### config.mk
export PLATFORM = sky130hd
export DESIGN_NAME = adder4_rr_arbiter
export DESIGN_NICKNAME = d
export VERILOG_FILES = /design/src/rtl/adder4_rr_arbiter.sv
export SDC_FILE = /design/constraint.sdc
export NUM_CORES = 1
export LEC_CHECK = 0
export ABC_AREA = 1
export CORE_MARGIN = 1.5
export CORE_UTILIZATION = 45
export CTS_CLUSTER_DIAMETER = 120
export DETAILED_ROUTE_END_ITERATION = 8
export DONT_BUFFER_PORTS = 1
export GPL_ROUTABILITY_DRIVEN = 0
export SLEW_MARGIN = 20
export SYNTH_ARGS = -nofsm -noshare
export SYNTH_HDL_FRONTEND = slang
export SYNTH_SLANG_ARGS = --single-unit
### constraint.sdc
create_clock -name clk -period 6.9 [get_ports clk]
set_input_delay 2.07 -clock clk [delete_from_list [all_inputs] [get_ports clk]]
set_output_delay 2.07 -clock clk [all_outputs]
set_load 0.01 [all_outputs]
### src/rtl/adder4_rr_arbiter.sv
// Round-robin arbiter sharing one combinational 4-bit adder among N_REQ requesters.
// Define ADDER4_ARB_STATS_EN to add the carry_count/grant_count statistics outputs.
module adder4_rr_arbiter #(
  parameter int N_REQ = 4,
  parameter int ID_W  = 2
) (
  input  logic               clk,
  input  logic               rst_n,
  input  logic [N_REQ-1:0]   req_valid,
  input  logic [4*N_REQ-1:0] req_a,
  input  logic [4*N_REQ-1:0] req_b,
  output logic [N_REQ-1:0]   req_ready,
  output logic [3:0]         add_a,
  output logic [3:0]         add_b,
  input  logic [4:0]         add_sum,
  output logic               rsp_valid,
  input  logic               rsp_ready,
  output logic [ID_W-1:0]    rsp_id,
  output logic [4:0]         rsp_sum,
  output logic               busy
`ifdef ADDER4_ARB_STATS_EN
  ,
  output logic [7:0]         carry_count,
  output logic [7:0]         grant_count
`endif
);

  typedef enum logic [1:0] {IDLE, ISSUE, RESP} state_t;

  state_t          state;
  state_t          state_next;
  logic [ID_W-1:0] last_grant;
  logic [ID_W-1:0] grant;
  logic [ID_W-1:0] id;
  logic            grant_found;
  logic            accept;
  logic            handshake;
  logic [3:0]      a_arr [N_REQ];
  logic [3:0]      b_arr [N_REQ];

  for (genvar k = 0; k < N_REQ; k++) begin : g_unpack
    assign a_arr[k] = req_a[4*k +: 4];
    assign b_arr[k] = req_b[4*k +: 4];
  end

  // Requester index reached 'step' positions after 'base', wrapping at N_REQ.
  function automatic logic [ID_W-1:0] rr_index(input logic [ID_W-1:0] base, input int step);
    return ID_W'((int'(base) + step) % N_REQ);
  endfunction

  // NOTE: every variable written in always_comb gets a default first, otherwise
  // paths that skip an assignment infer a latch.
  always_comb begin
    grant_found = 1'b0;
    grant       = '0;
    for (int i = 1; i <= N_REQ; i++) begin
      if (!grant_found && req_valid[rr_index(last_grant, i)]) begin
        grant_found = 1'b1;
        grant       = rr_index(last_grant, i);
      end
    end
  end

  assign accept    = (state == IDLE) && grant_found;
  assign handshake = (state == RESP) && rsp_valid && rsp_ready;
  assign req_ready = accept ? (N_REQ'(1) << grant) : '0;
  assign busy      = (state != IDLE);

  always_comb begin
    state_next = state;
    unique case (state)
      IDLE:    if (grant_found) state_next = ISSUE;
      ISSUE:   state_next = RESP;
      RESP:    if (handshake) state_next = IDLE;
      default: state_next = IDLE;
    endcase
  end

  // add_a/add_b double as the registered operand latch, so they hold between operations.
  // NOTE: sequential state uses non-blocking assignments so every register samples
  // pre-edge values regardless of statement order.
  always_ff @(posedge clk or negedge rst_n) begin
    if (!rst_n) begin
      state      <= IDLE;
      last_grant <= ID_W'(N_REQ - 1);
      id         <= '0;
      add_a      <= '0;
      add_b      <= '0;
      rsp_valid  <= 1'b0;
      rsp_id     <= '0;
      rsp_sum    <= '0;
    end else begin
      state <= state_next;
      if (accept) begin
        add_a      <= a_arr[grant];
        add_b      <= b_arr[grant];
        id         <= grant;
        last_grant <= grant;
      end
      if (state == ISSUE) begin
        rsp_sum   <= add_sum;
        rsp_id    <= id;
        rsp_valid <= 1'b1;
      end
      if (handshake) rsp_valid <= 1'b0;
    end
  end

`ifdef ADDER4_ARB_STATS_EN
  always_ff @(posedge clk or negedge rst_n) begin
    if (!rst_n) begin
      carry_count <= '0;
      grant_count <= '0;
    end else begin
      if (handshake && rsp_sum[4] && carry_count != 8'hFF) carry_count <= carry_count + 8'd1;
      if (accept) grant_count <= grant_count + 8'd1;
    end
  end
`endif

endmodule

==> metrics.yaml, run 1 <==
outcome: "finished, final reports clean"
slew_headroom_pct: 61.0
rsz0062_at_grt: "false"
skew_ns: 0.00921
start_util_pct: 47.3
clockBufferDepth: 2
min-delay-start: "id[0]$_DFFE_PN0P_"
coreArea_um2: 3360
io-pin-count: 65
worst-path-buf-inv: 1
p_sw_share_pct: 57.2
setup_viol: 0
p_switching_mw: 0.654
drcViolationCount: 0
fmax_mhz: 178
routedWlPerCell_um: 13.8
grtUsageTotal_pct: 16.5
clock_latency_ns: 0.30
slowest_delay_ns: 0.47
syn_inst: 184
vias: 1229
cts.sinks: 22
whs_ns: 0.545
cts_root_buf: "clkbuf_4"
syn_area_um2: 1590
placementRows: 21
rrSetupSlack_ns: 4.68
hold_buffers: 0
power_frac_seq_pct: 24.1
arrival_ns: 3.56
startpoint: "req_valid[3]"
tightest_slew_ns: 0.584
die_y_um: 62.5
path_depth: 9
endpoint: "req_ready[3]"
worstSetupEndpointType: "output pin"
synth.top_cell.area_share_pct: 31.4
hp-class: "flip-flop to flip-flop"
numCtsBuffers: 3
layout_min_cycle_time_ns: 5.63
finalSetupTns_ns: 0
grt_pass1_vias: 1147
synth_fp_nets: 228
power_density_nw_per_um2: 716
reg2reg_to: "id[1]$_DFFE_PN0P_"
grt_first_pass_wirelength_mm: 5.22
path_cells: "nand2_1 > nand3_1 > nand2_2 > inv_2 > nor2_8 > nand3_1 > nand3_1 > nand2_1 > nor2_1"
die_area_um2: 3900
ys_warn_count: 0
finalHoldViolCount: 0
cpMaxStageDelayCell: "nand3_1"
finalCritPeriodShare_pct: 81.6
min_path_cells: 2
final_common_cell: "nand2_1"
avgViaCountPerCell: 5.39
mostFrequentLayoutCells: "38 x nand2_1, 31 x nand3_1, 26 x nand2_2"
reg2regPathDepth: 11
drt_pass1_iterations: 5
crit-reg2reg-launch: "last_grant[0]$_DFFE_PN1P_"
max_cap_violations: 0
area_growth_pct: 0.236
dp.final_hpwl_mm: 2.46
n_antenna_cell: 0
path_clk_slew_ns: 0.10
synth_area_leaders: "dfrtp_1 31%, nand3_2 11%, nand2_2 10%"
cts_max_level: 1
final_nets: 227
slew_viol_final: 0
drtIter0Drc: 43
critPathRequiredTime_ns: 4.83
drtAntennaViolNets: 0
grt-ovfl-total: 0
path_common_cell: "nand3_1"
yosys.area.top_type: "dfrtp_1"
grt_max_degree: 23
antenna_found_initial: 0
synth-seq-cells: 22
syn_avg_cell_area_um2: 8.65
crit_fanout: 11
cts_resized: 0
placement.io_buffers: 0
totalWireLength_mm: 3.14
synth_cell_types: 24
p_int_mw: 0.489
p_leak_nw: 0.742
dp_cells: 224
crit_path_start_kind: "input port"
power_frac_comb_pct: 70.8
peakVddDrop_mv: 0.326
crit_family: "simple AND/OR/NAND/NOR gates"
die_w_um: 62.5
path_class: "input port to output pin"
tritoncts: "done"
finalNonFillerCells: 228
post_cts_buffers: 0
ys_seq_area_share_pct: 34.7
drive_gt1_share_pct: 38.5
p_clk_share_pct: 5.1
==> power by group through the flow <==
stage | logic, mW | registers, mW | clock network, mW
after CTS | 0.817 | 0.277 | 0.0614
final | 0.809 | 0.276 | 0.0578
after global routing | 0.905 | 0.284 | 0.0664
after detailed placement | 0.815 | 0.280 | 0
after global placement | 0.791 | 0.277 | 0
after floorplan | 0.794 | 0.258 | 0
==> per-stage QoR <==
stage          util [%]  cell area, µm²  power [mW]  setup WS (ns)
6_report           47.4            1600        1.14           1.27
5_1_grt            47.4            1600        1.26           1.15
4_1_cts            47.4            1600        1.16           1.28
3_5_place_dp       46.7            1570        1.10           1.30
3_3_place_gp       46.7            1570        1.07           1.36
2_1_floorplan         -            1590        1.05           1.72
==> sequential cells by signal, indices dropped and copies added, names as in the netlist <==
| name | count |
|---|---|
| rsp_id | 2 |
| state | 2 |
| id | 2 |
| add_a | 4 |
| rsp_sum | 5 |
| add_b | 4 |
| rsp_valid | 1 |
| last_grant | 2 |
==> logic make-up after synthesis <==
kind of cell / Yosys count / synth area share (%)
buffers and inverters: 17 / 8.10
DFF: 22 / 34.7
AOI/OAI and AO/OA: 11 / 3.77
muxes: 5 / 3.54
and+or+nand+nor: 129 / 49.8
==> worst min-delay path, delay by kind of cell, from the launching register on <==
family	cells	cell delay, ns
flops	1	0.33
compound gates	1	0.14
buf+inv	1	0.05
==> synth_stat cells, drive strengths merged <==
cell and number:
nand2 71, a21oi 3, nand3 49, nor2 9, dfrtp 20, inv 11
a31oi 1, mux2 5, o21ai 7, buf 6, dfstp 2
==> per-layer routing <==
layer  wire [µm]  track usage (%)  vias up  share of wire (%)
met5           0                0        -                  0
met4          57             6.94        0                1.8
met3         189             1.98        5                6.0
met2        1450             26.6       60                 46
met1        1440             22.4      561                 46
li1            -                -      603                  -
==> area by class of cell <==
cell class / count / area, µm²
Fill cell: 361 / 1770
Inverter: 11 / 48.8
Sequential cell: 22 / 553
Multi-Input combinational cell: 145 / 910
Tap cell: 46 / 57.6
Clock buffer: 4 / 26.3
==> worst min path at each step <==
stage / end / slack (ns)
finish: rsp_id[0]$_DFFE_PN0P_ / 0.54
global route: id[0]$_DFFE_PN0P_ / 0.60
CTS: rsp_id[0]$_DFFE_PN0P_ / 0.55
detailed placement: rsp_id[0]$_DFFE_PN0P_ / 0.53
global placement: rsp_id[0]$_DFFE_PN0P_ / 0.52
floorplan: rsp_id[0]$_DFFE_PN0P_ / 0.50
(Power assumes the default switching activity.)
==> inputs of run 2 (changes only) <==
--- a/config.mk
+++ b/config.mk
@@ -5,7 +5,7 @@
 export SDC_FILE = /design/constraint.sdc
 export NUM_CORES = 1
 export LEC_CHECK = 0
-export ABC_AREA = 1
+export ABC_AREA = 0
 export CORE_MARGIN = 1.5
 export CORE_UTILIZATION = 45
 export CTS_CLUSTER_DIAMETER = 120
==> constraint.sdc (replaced) <==
create_clock -name clk -period 5.15 [get_ports clk]
set_input_delay 1.545 -clock clk [delete_from_list [all_inputs] [get_ports clk]]
set_output_delay 1.545 -clock clk [all_outputs]
set_load 0.01 [all_outputs]
==> run 2 against run 1 <==
First-iteration DRC count is 33% lower. Clock skew decreased by 0.0070 ns. Combinational power decreased by 57%. Routed wire length shrank 14%. Power is 26% lower. Synthesized area is 19% lower. Final cell count shrank 36%. Flip-flop and latch count stayed put. Non-clock buffer count is 1 higher. Sequential share of layout area increased by 7.1 points. Core utilization grew 0.99 points. Critical endpoint unchanged.
==> metrics.yaml, run 2 <==
outcome: "finished, final reports clean"
tightest_slew_ns: 1.00
antenna_found_initial: 0
die_y_um: 56.5
placementRows: 19
tritoncts: "done"
synth-compound-area-share_pct: 24.5
path_cells: "nor4_2 > nor2_4 > or4b_4 > nor2_1"
yosys.area_share.adder_pct: 0
ys_warn_count: 0
cts_resized: 0
slew_viol_final: 0
synth_xor_area_share_pct: 0
grt_pass1_vias: 938
synthArstFlopShare_pct: 100
area_growth_pct: 2.92
path_depth: 4
min_path_cells: 1
grt_max_degree: 23
slew_headroom_pct: 32.6
worst-path-buf-inv: 0
mostFrequentLayoutCells: "20 x dfrtp_1, 12 x nor2_1, 10 x mux2i_1, 10 x a211oi_1, 9 x a21boi_0"
syn_avg_cell_area_um2: 10.9
die_w_um: 56.5
fmax_mhz: 234
synth-simple-area-share_pct: 13.5
finalSetupTns_ns: 0
final_nets: 161
synth.top_cell.area_share_pct: 38.9
placement.io_buffers: 0
p_leak_nw: 0.524
crit_family: "simple AND/OR/NAND/NOR gates"
grt-ovfl-total: 0
whs_ns: 0.488
rsz0062_at_grt: "false"
worstSetupEndpointType: "output pin"
n_antenna_cell: 0
ys_seq_area_share_pct: 43.0
setup_viol: 0
drive_gt1_share_pct: 21.6
wl_met1_mm: 1.07
layout_min_cycle_time_ns: 4.27
clockBufferDepth: 2
coreArea_um2: 2730
start_util_pct: 47.0
syn_area_um2: 1290
utilization_pct: 48.4
synth_fp_nets: 162
cts.sinks: 22
drtIter0Drc: 29
route.top_layer_used: "met4"
finalHoldViolCount: 0
path_class: "input port to output pin"
grtUsageTotal_pct: 18.5
critPathRequiredTime_ns: 3.61
path_clk_slew_ns: 0.13
numCtsBuffers: 3
regArea_um2: 553
synth-seq-cells: 22
die_area_um2: 3190
synth_mux_area_share_pct: 13.9
grt_first_pass_wirelength_mm: 4.58
dp.final_hpwl_mm: 2.01
cts_root_buf: "clkbuf_4"
finalCritPeriodShare_pct: 83.0
largest-register: "rsp_sum"
crit_fanout: 14
largest_register_ffs: 5
wl_met2_mm: 1.38
post_cts_buffers: 0
cpMaxStageDelayCell: "or4b_4"
synth_flop_cell: "dfrtp_1"
drcViolationCount: 0
peakVddDrop_mv: 0.300
final_common_cell: "dfrtp_1"
avgViaCountPerCell: 6.29
dp_cells: 143
synth_area_leaders: "dfrtp_1 39%, mux2i_1 7.8%, a211oi_2 6.8%"
skew_ns: 0.00217
finalNonFillerCells: 147
yosys.area.top_type: "dfrtp_1"
largestRegisters: "rsp_sum: 5 flops, add_a: 4 flops, add_b: 4 flops"
drt_pass1_iterations: 5
synth_top_family_by_area: "compound AO/OA/AOI/OAI gates"
arrival_ns: 2.73
reg2regPathDepth: 5
routedWlPerCell_um: 18.3
synth_enable_flop_cells: 0
clock_latency_ns: 0.31
multiInputGateArea_um2: 668
num-fill-cells: 256
crit_path_start_kind: "input port"
hold_buffers: 0
synthTopCellsByCount: "20 x dfrtp_1, 12 x nor2_1, 10 x a211oi_1, 10 x mux2i_1, 9 x a21boi_0"
synth_cell_types: 31
yosysMostFrequentCell: "dfrtp_1"
slowest_delay_ns: 0.63
totalWireLength_mm: 2.69
io-pin-count: 65
cts_max_level: 1
hp-class: "flip-flop to flip-flop"
vias: 925
syn_inst: 118
drtAntennaViolNets: 0
power.total_mw: 0.844
power_density_nw_per_um2: 637
wl_met3_um: 211
max_cap_violations: 0
run 2: routing by layer:
layer,track usage (%),up-vias
li1,-,438
met4,8.84,0
met2,31.2,48
met1,22.7,437
met5,0,-
met3,3.00,2
run 2: cell type report:
type                       count  area share [%]
multi-input combinational     88            50.5
sequential                    22            41.8
tap                           31            2.93
clock inverter                 1            2.27
clock buffer                   3            1.70
timing repair buffer           1           0.567
inverter                       1           0.284
run 2: final timing paths:
path | start | to | slack [ns]
worst min register to register | state[1]$_DFFE_PN0P_ | rsp_valid$_DFFE_PN0P_ | 0.49
worst max register to register | state[1]$_DFFE_PN0P_ | add_b[3]$_DFFE_PN0P_ | 2.92
min in group asynchronous | rst_n | add_b[0]$_DFFE_PN0P_ | 0.91
worst max-delay path | req_valid[2] | req_ready[3] | 0.88
max in group asynchronous | rst_n | last_grant[0]$_DFFE_PN1P_ | 4.07
worst min-delay path | state[1]$_DFFE_PN0P_ | rsp_valid$_DFFE_PN0P_ | 0.49
run 2: where the power goes:
| part | switching, mW | internal [mW] |
|---|---|---|
| Clock | 0.0548 | 0.0787 |
| Combinational | 0.189 | 0.156 |
| Sequential | 0.0973 | 0.269 |
run 2: stage by stage:
step	setup WS (ns)	instance area (µm²)
2_1_floorplan	0.934	1290
3_3_place_gp	0.899	1270
3_5_place_dp	0.870	1270
4_1_cts	0.873	1320
5_1_grt	0.789	1320
6_report	0.876	1320
run 2: cell families (layout without fill, tap and decap cells):
kind of cell / Yosys count / in the layout
flops: 22 / 22
simple gates: 32 / 32
compound gates: 39 / 39
mux: 17 / 17
buf+inv: 8 / 6
